## config.mk

```make
export PLATFORM = sky130hd
export DESIGN_NAME = uart_tx_arbiter
export DESIGN_NICKNAME = d
export VERILOG_FILES = /design/src/rtl/uart_pkg.sv /design/src/rtl/uart_tx_arbiter_rr_arb2.sv /design/src/rtl/uart_tx_arbiter.sv
export SDC_FILE = /design/constraint.sdc
export NUM_CORES = 1
export LEC_CHECK = 0
export CAP_MARGIN = 20
export CORE_MARGIN = 2
export CORE_UTILIZATION = 45
export CTS_BUF_LIST = sky130_fd_sc_hd__clkbuf_4 sky130_fd_sc_hd__clkbuf_8 sky130_fd_sc_hd__clkbuf_16
export DETAILED_ROUTE_END_ITERATION = 12
export PLACE_DENSITY = 0.83
export SLEW_MARGIN = 10
export SYNTH_ARGS = -nofsm -noshare
export SYNTH_HDL_FRONTEND = slang
export SYNTH_HIERARCHICAL = 1
export SYNTH_SLANG_ARGS = --single-unit
```

## constraint.sdc

```tcl
create_clock -name sysclk -period 2.78 [get_ports sysclk]
set_input_delay 0.556 -clock sysclk [delete_from_list [all_inputs] [get_ports sysclk]]
set_output_delay 0.556 -clock sysclk [all_outputs]
set_load 0.05 [all_outputs]
```

## src/rtl/uart_pkg.sv

```systemverilog
// Shared definitions for the UART transmit arbiter.
// Holds the FSM state encoding, requester IDs, the default busy-wait limit
// and the baud/sample divider constants used by the transmitter side.
package uart_pkg;

    // Arbiter FSM state encoding
    typedef logic [1:0] arb_state_t;
    localparam arb_state_t ST_IDLE      = 2'd0;
    localparam arb_state_t ST_START     = 2'd1;
    localparam arb_state_t ST_WAIT_BUSY = 2'd2;
    localparam arb_state_t ST_WAIT_DONE = 2'd3;

    // Requester IDs; also the bit index of each requester in req/gnt vectors
    localparam logic REQ_CPU = 1'b0;
    localparam logic REQ_DBG = 1'b1;

    // Cycles allowed after tx_start for the transmitter to report busy
    localparam int WAIT_TO_DEFAULT = 16;

    // Baud-rate and oversample dividers of the serializer
    localparam int BAUD_DIV   = 5199;
    localparam int SAMPLE_DIV = 324;

endpackage

```

## src/rtl/uart_tx_arbiter_rr_arb2.sv

```systemverilog
// Two-way round-robin selector.
// Ports:
//   req  - request vector, bit REQ_CPU / bit REQ_DBG
//   last - requester served most recently
//   gnt  - one-hot grant (all zero when nothing requests)
// A sole requester always wins; on contention the requester that was not
// served last wins.
module rr_arb2
    import uart_pkg::*;
(
    input  logic [1:0] req,
    input  logic       last,
    output logic [1:0] gnt
);

    always_comb begin
        gnt = 2'b00;
        if (req[REQ_CPU] && req[REQ_DBG]) begin
            if (last == REQ_DBG) begin
                gnt[REQ_CPU] = 1'b1;
            end else begin
                gnt[REQ_DBG] = 1'b1;
            end
        end else if (req[REQ_CPU]) begin
            gnt[REQ_CPU] = 1'b1;
        end else if (req[REQ_DBG]) begin
            gnt[REQ_DBG] = 1'b1;
        end
    end

endmodule

```

## src/rtl/uart_tx_arbiter.sv

```systemverilog
// Arbitrates CPU and debug-port byte requests onto one UART transmitter.
// Ports:
//   sysclk, reset          - clock, synchronous active-high reset
//   cpu_valid/data/ready   - CPU byte request; ready pulses on acceptance
//   dbg_valid/data/ready   - debug byte request; ready pulses on acceptance
//   tx_start, tx_data      - one-cycle launch pulse and registered byte
//   tx_busy                - busy indication from the serializer
//   grant_id               - owner of the current/last transfer (0 CPU, 1 debug)
//   err_timeout, err_clr   - sticky "transmitter never went busy" flag and clear
// Handshake: a requester holds valid (and data) until it sees ready high; a
// byte is accepted in the cycle valid && ready is true. ready is only ever
// high in IDLE, outside reset, and for at most one requester per cycle.
module uart_tx_arbiter
    import uart_pkg::*;
#(
    parameter int WAIT_TO = WAIT_TO_DEFAULT
) (
    input  logic       sysclk,
    input  logic       reset,
    input  logic       cpu_valid,
    input  logic [7:0] cpu_data,
    output logic       cpu_ready,
    input  logic       dbg_valid,
    input  logic [7:0] dbg_data,
    output logic       dbg_ready,
    output logic       tx_start,
    output logic [7:0] tx_data,
    input  logic       tx_busy,
    output logic       grant_id,
    output logic       err_timeout,
    input  logic       err_clr
);

    localparam int            CW       = $clog2(WAIT_TO) + 1;
    localparam logic [CW-1:0] CNT_LAST = CW'(WAIT_TO - 1);
    localparam logic [CW-1:0] CNT_MAX  = {CW{1'b1}};

    arb_state_t    state_q,    state_d;
    logic [CW-1:0] cnt_q,      cnt_d;
    logic [7:0]    tx_data_q,  tx_data_d;
    logic          grant_id_q, grant_id_d;
    logic          last_q,     last_d;
    logic          err_q,      err_d;
    logic [1:0]    gnt;
    logic          accept;
    logic          timeout;

    rr_arb2 u_rr_arb2 (
        .req  ({dbg_valid, cpu_valid}),
        .last (last_q),
        .gnt  (gnt)
    );

    // Reset gating keeps ready low in the cycle reset is applied, even
    // though the state register still shows IDLE.
    assign accept    = (state_q == ST_IDLE) && !reset && (cpu_valid || dbg_valid);
    assign cpu_ready = accept && gnt[REQ_CPU];
    assign dbg_ready = accept && gnt[REQ_DBG];

    assign timeout = (state_q == ST_WAIT_BUSY) && !tx_busy && (cnt_q >= CNT_LAST);

    always_comb begin
        state_d    = state_q;
        cnt_d      = cnt_q;
        tx_data_d  = tx_data_q;
        grant_id_d = grant_id_q;
        last_d     = last_q;

        case (state_q)
            ST_IDLE: begin
                if (accept) begin
                    tx_data_d  = gnt[REQ_DBG] ? dbg_data : cpu_data;
                    grant_id_d = gnt[REQ_DBG];
                    last_d     = gnt[REQ_DBG];
                    state_d    = ST_START;
                end
            end
            ST_START: begin
                // tx_busy is deliberately not looked at here; WAIT_BUSY
                // picks it up on the following cycle.
                cnt_d   = '0;
                state_d = ST_WAIT_BUSY;
            end
            ST_WAIT_BUSY: begin
                if (tx_busy) begin
                    state_d = ST_WAIT_DONE;
                end else if (timeout) begin
                    state_d = ST_IDLE;
                end else if (cnt_q != CNT_MAX) begin
                    cnt_d = cnt_q + 1'b1;
                end
            end
            ST_WAIT_DONE: begin
                if (!tx_busy) begin
                    state_d = ST_IDLE;
                end
            end
            default: state_d = ST_IDLE;
        endcase

        // A timeout in the same cycle as err_clr keeps the flag set.
        if (timeout) begin
            err_d = 1'b1;
        end else if (err_clr) begin
            err_d = 1'b0;
        end else begin
            err_d = err_q;
        end
    end

    always_ff @(posedge sysclk) begin
        if (reset) begin
            state_q    <= ST_IDLE;
            cnt_q      <= '0;
            tx_data_q  <= 8'h00;
            grant_id_q <= REQ_CPU;
            last_q     <= REQ_DBG;
            err_q      <= 1'b0;
        end else begin
            state_q    <= state_d;
            cnt_q      <= cnt_d;
            tx_data_q  <= tx_data_d;
            grant_id_q <= grant_id_d;
            last_q     <= last_d;
            err_q      <= err_d;
        end
    end

    assign tx_start    = (state_q == ST_START);
    assign tx_data     = tx_data_q;
    assign grant_id    = grant_id_q;
    assign err_timeout = err_q;

endmodule

```

==> impl_metrics.json, run 1 <==
{
  "critPathLaunch": "state_q[0]$_SDFFE_PP0P_",
  "synth_compound_area_frac": 0.204,
  "syn_avg_cell_area_um2": 10.4,
  "relSlewSlack": 0.656,
  "insertion_delay_ps": 290,
  "cp.arrival_ps": 1960,
  "post-route-period-util": 0.903,
  "num_rows": 15,
  "hold_path_class": "reg -> reg",
  "crit_path_end_kind": "output port",
  "r2r_cells": 6,
  "die_h_um": 48.0,
  "cts_sinks": 18,
  "slew_violations": 0,
  "syn-cell-area_um2": 871,
  "synth-edff-count": 0,
  "synthArstFlopShare": 0,
  "ys_seq_area_frac": 0.414,
  "critPathRequiredTime_ps": 2220,
  "synth_top_family_by_area": "compound AO/OA/AOI/OAI gates",
  "antenna_cells": 0,
  "synthXorXnorAreaFrac": 0,
  "post-synth-top-count-cell": "dfxtp_1",
  "layout.nets": 149,
  "grt_max_degree": 12,
  "setup_viol": 0,
  "holdBufCountCts": 0,
  "worstMarginPinSlew_ps": 503,
  "critical_path.endpoint": "tx_start",
  "cts_buffers": 3,
  "synthCells": 84,
  "whs_ps": 477,
  "cts_tree": "done",
  "cts_max_level": 1,
  "rrSetupSlack_ps": 870,
  "first_iter_violations": 10,
  "tns_ps": 0,
  "finalCriticalPeriod_ps": 2510,
  "post_cts_buffers": 0,
  "leakage_nw": 0.501,
  "postPlaceCellArea_um2": 1280,
  "wl_met2_um": 1160,
  "drc": 0,
  "ys_types": 35,
  "r2r_end": "cnt_q[2]$_SDFFE_PP0P_",
  "crit_type": "reg -> out",
  "yosysTopAreaCell": "dfxtp_1",
  "hpwl_um": 1730,
  "start_util": 0.494,
  "antenna_found_initial": 0,
  "synth-main-ff-cell": "dfxtp_1",
  "drt-total-wl_um": 2160,
  "finalClockSkew_ps": 3.52,
  "grt_use_total": 0.215,
  "coreArea_um2": 1760,
  "yosys-top-cells-count": "18 x dfxtp_1, 9 x o2bb2ai_1, 8 x mux2i_1",
  "cts_resized": 0,
  "synth_top_cell_area_share": 0.414,
  "power_density_nw_per_um2": 469,
  "synthSimpleGateAreaFrac": 0.200,
  "fin_util": 0.737,
  "hold_violations": 0,
  "area_growth_pct": 49.3,
  "dieArea_um2": 2300,
  "layout_setup_ws_ps": 268,
  "grt_pass1_vias": 808,
  "cts_root_buf": "clkbuf_4",
  "final_area_um2": 1300,
  "status": "finished, final reports clean",
  "rsz0062_at_grt": "false",
  "pre_cts_slack_ps": 336,
  "fmax_ghz": 0.398,
  "io_buffers": 34,
  "r2r-start": "cnt_q[0]$_SDFFE_PP0P_",
  "synth.area.top_cells": "dfxtp_1 41%, mux2i_1 9.2%, o2bb2ai_1 9.1%",
  "worstPathMaxFanout": 7,
  "grt_overflow": 0,
  "yosys_warnings": 6,
  "postSynthRegisterBits": 18,
  "first_pass_iters": 4,
  "grt_pass1_wl_um": 3410,
  "drive_gt1_frac": 0.123,
  "wl_met1_um": 860,
  "place.gp.congestion": 0.725,
  "cap_viol_max_count": 0,
  "die_w_um": 48.0,
  "dr_wl_met3_um": 128,
  "top_layer_used": "met4",
  "wl_per_cell_um": 14.7,
  "min_from": "tx_data[2]$_SDFFE_PP0P_",
  "final_antenna_net_count": 0,
  "io_pins": 35,
  "yosys.area_share.adder": 0.0431,
  "synth_mux_area_frac": 0.105,
  "cts.path.max_buffers": 2,
  "vias": 791,
  "clkTransAtPathRegs_ps": 90,
  "cp-start-kind": "flop",
  "synth_nets": 109,
  "vdd_drop_max_mv": 0.401,
  "viasPerCell": 5.38
}
-- cell usage in the layout (no fill, tap or decap), types with 2 or more instances in the layout --
cell              n
a21boi_1          2
nor2b_1           2
a31o_2            2
and2_1            2
o2bb2ai_1         9
nor2_1            5
ha_1              3
clkbuf_4          3
inv_1             6
dfxtp_1          18
buf_4             3
nand4_1           2
mux2i_1           8
buf_12            2
nor3_1            2
clkdlybuf4s50_1  32
-- layout make-up --
class / instances / area (µm²)
multi-input cells: 58 / 480
fillers: 147 / 464
repair buffers: 37 / 383
flip-flops and latches: 18 / 360
well taps: 25 / 31.3
clock buffers: 3 / 22.5
inverters: 6 / 22.5
-- report_power, final --
group	switching (W)	total, W	internal, W
Clock	0.0000740	0.000124	0.0000505
Sequential	0.0000148	0.000292	0.000277
Combinational	0.000108	0.000193	0.0000855
-- registers in the layout, indices dropped and copies added (netlist names) --
register	count
cnt_q	5
err_timeout	1
grant_id	1
last_q	1
state_q	2
tx_data	8
-- logic make-up after synthesis --
group           after synthesis
mux                           9
fa+ha+maj                     3
buf+inv                       8
compound gates               21
simple gates                 25
flops                        18
-- per-layer routing --
metal  global-route usage  vias to the layer above
met4               0.0324                        0
met2                0.416                       31
met5                    0                        -
met1                0.228                      355
met3               0.0679                        3
li1                     -                      402
-- worst min-delay path by stage --
stage,end,slack [ps],cells after the start
2_1_floorplan,last_q$_SDFFE_PP1P_,450,2
3_3_place_gp,tx_data[4]$_SDFFE_PP0P_,450,1
3_5_place_dp,tx_data[0]$_SDFFE_PP0P_,450,1
4_1_cts,tx_data[0]$_SDFFE_PP0P_,480,1
5_1_grt,tx_data[0]$_SDFFE_PP0P_,490,1
6_report,tx_data[2]$_SDFFE_PP0P_,480,1
-- worst max-delay path, stage by stage, from the launching register on --
cell and delay [ps]:
dfxtp_1 490, nor2b_1 310, clkdlybuf4s50_1 860
-- metrics by stage --
| stage | power, W | cells |
|---|---|---|
| after floorplan | 0.000403 | 84 |
| after global placement | 0.000486 | 144 |
| after detailed placement | 0.000491 | 144 |
| after CTS | 0.000617 | 147 |
| after global routing | 0.000635 | 147 |
| final | 0.000609 | 147 |
(Power assumes the default switching activity.)
==> inputs of run 2 (changes only) <==
--- a/config.mk
+++ b/config.mk
@@ -9,8 +9,10 @@
 export CORE_MARGIN = 2
 export CORE_UTILIZATION = 45
 export CTS_BUF_LIST = sky130_fd_sc_hd__clkbuf_4 sky130_fd_sc_hd__clkbuf_8 sky130_fd_sc_hd__clkbuf_16
+export CTS_CLUSTER_DIAMETER = 100
 export DETAILED_ROUTE_END_ITERATION = 12
 export PLACE_DENSITY = 0.83
+export SETUP_SLACK_MARGIN = 0.2
 export SLEW_MARGIN = 10
 export SYNTH_ARGS = -nofsm -noshare
 export SYNTH_HDL_FRONTEND = slang
==> impl_metrics.json, run 2 (synthesized netlist as in run 1, its figures left out) <==
{
  "final_common_cell": "clkdlybuf4s50_1",
  "num_rows": 15,
  "n_fill_cell": 147,
  "die_w_um": 48.0,
  "cts.path.max_buffers": 2,
  "path_buf_inv": 2,
  "worstMarginPinSlew_ps": 503,
  "first_iter_violations": 10,
  "viasPerCell": 5.37,
  "final_antenna_net_count": 0,
  "layout_common_cells": "31 x clkdlybuf4s50_1, 18 x dfxtp_1, 9 x o2bb2ai_1",
  "layout.nets": 149,
  "cp-start-kind": "primary input",
  "hold_path_class": "reg -> reg",
  "area_growth_pct": 49.6,
  "status": "finished, final reports clean",
  "clkTransAtPathRegs_ps": 90,
  "relSlewSlack": 0.656,
  "cp.arrival_ps": 1900,
  "cts_max_level": 1,
  "place.gp.congestion": 0.725,
  "slew_violations": 0,
  "tns_ps": 0,
  "coreArea_um2": 1760,
  "critPathRequiredTime_ps": 2220,
  "holdPathEnd": "tx_data[2]$_SDFFE_PP0P_",
  "cts_buffers": 3,
  "drive_gt1_frac": 0.123,
  "insertion_delay_ps": 290,
  "hpwl_um": 1730,
  "setup_viol": 0,
  "min_from": "tx_data[2]$_SDFFE_PP0P_",
  "path_cells": "clkdlybuf4s50_1 > or2_2 > and3b_1 > and2_1 > buf_12",
  "leakage_nw": 0.517,
  "vdd_drop_max_mv": 0.401,
  "slowest_delay_ps": 440,
  "regArea_um2": 360,
  "grt_use_total": 0.215,
  "placed_cells": 144,
  "power_density_nw_per_um2": 468,
  "holdPathStages": 1,
  "whs_ps": 477,
  "multi_input_area_um2": 480,
  "cts_sinks": 18,
  "hold_violations": 0,
  "drt-total-wl_um": 2170,
  "crit_type": "in -> out",
  "fin_util": 0.738,
  "fmax_ghz": 0.407,
  "holdBufCountCts": 0,
  "wl_per_cell_um": 14.7,
  "worstPathMaxFanout": 3,
  "antenna_cells": 0,
  "slowest_stage": "clkdlybuf4s50_1",
  "grt_overflow": 0,
  "crit_family": "simple AND/OR/NAND/NOR gates",
  "rrSetupSlack_ps": 870,
  "cap_viol_max_count": 0,
  "final_cells": 147,
  "finalClockSkew_ps": 3.56,
  "largest_register_ff_count": 8,
  "crit_path_end_kind": "output port",
  "r2r_end": "cnt_q[2]$_SDFFE_PP0P_",
  "grt_max_degree": 12,
  "cts_root_buf": "clkbuf_4",
  "cts_tree": "done",
  "finalCriticalPeriod_ps": 2460,
  "io_buffers": 34,
  "start_util": 0.494,
  "grt_pass1_vias": 808,
  "r2r-start": "cnt_q[0]$_SDFFE_PP0P_",
  "first_pass_iters": 4,
  "die_h_um": 48.0,
  "r2r_cells": 6,
  "antenna_found_initial": 0,
  "drc": 0,
  "grt_pass1_wl_um": 3410,
  "io_pins": 35,
  "dieArea_um2": 2300,
  "post-route-period-util": 0.885,
  "rsz0062_at_grt": "false",
  "vias": 790
}
run 2: changes by cell type in the layout (fill, tap and decap cells not counted):
| cell | delta |
|---|---|
| dlymetal6s2s_1 | +1 |
| clkdlybuf4s50_1 | -1 |
run 2: power breakdown:
group          internal (W)  switching, W
clock network     0.0000505     0.0000740
registers          0.000277     0.0000148
logic             0.0000854      0.000108
total              0.000413      0.000196
run 2: how the worst max path moves through the flow:
| stage | startpoint | to | slack (ps) | depth (start not counted) |
|---|---|---|---|---|
| 2_1_floorplan | dbg_valid | dbg_ready | 310 | 4 |
| 3_3_place_gp | dbg_valid | cpu_ready | 370 | 5 |
| 3_5_place_dp | dbg_valid | cpu_ready | 340 | 5 |
| 4_1_cts | state_q[0]$_SDFFE_PP0P_ | tx_start | 250 | 2 |
| 5_1_grt | dbg_valid | cpu_ready | 300 | 5 |
| 6_report | dbg_valid | cpu_ready | 320 | 5 |
run 2: cell type report:
cell class | instances | share of cell area
repair buffers | 37 | 0.296
inverters | 6 | 0.0173
multi-input cells | 58 | 0.369
clock buffers | 3 | 0.0173
well taps | 25 | 0.0240
flip-flops and latches | 18 | 0.277
run 2: routing by layer:
metal	track usage	routed length, µm	part of all wire
met1	0.228	864	0.40
met2	0.416	1160	0.54
met3	0.0679	128	0.059
met4	0.0324	11	0.0051
met5	0	0	0
run 2: metrics by stage:
step / total power [W] / worst slack [ps] / instance area, µm²
final: 0.000609 / 321 / 1300
after detailed placement: 0.000491 / 336 / 1280
after global routing: 0.000635 / 299 / 1300
after global placement: 0.000486 / 373 / 1280
after floorplan: 0.000403 / 311 / 871
after CTS: 0.000617 / 249 / 1300
run 2: repair_timing:
item	4_1_cts	5_1_grt
gates resized for setup	0	1
setup buffers	0	0
endpoints found under the setup margin	0	1
hold endpoints to repair	0	0
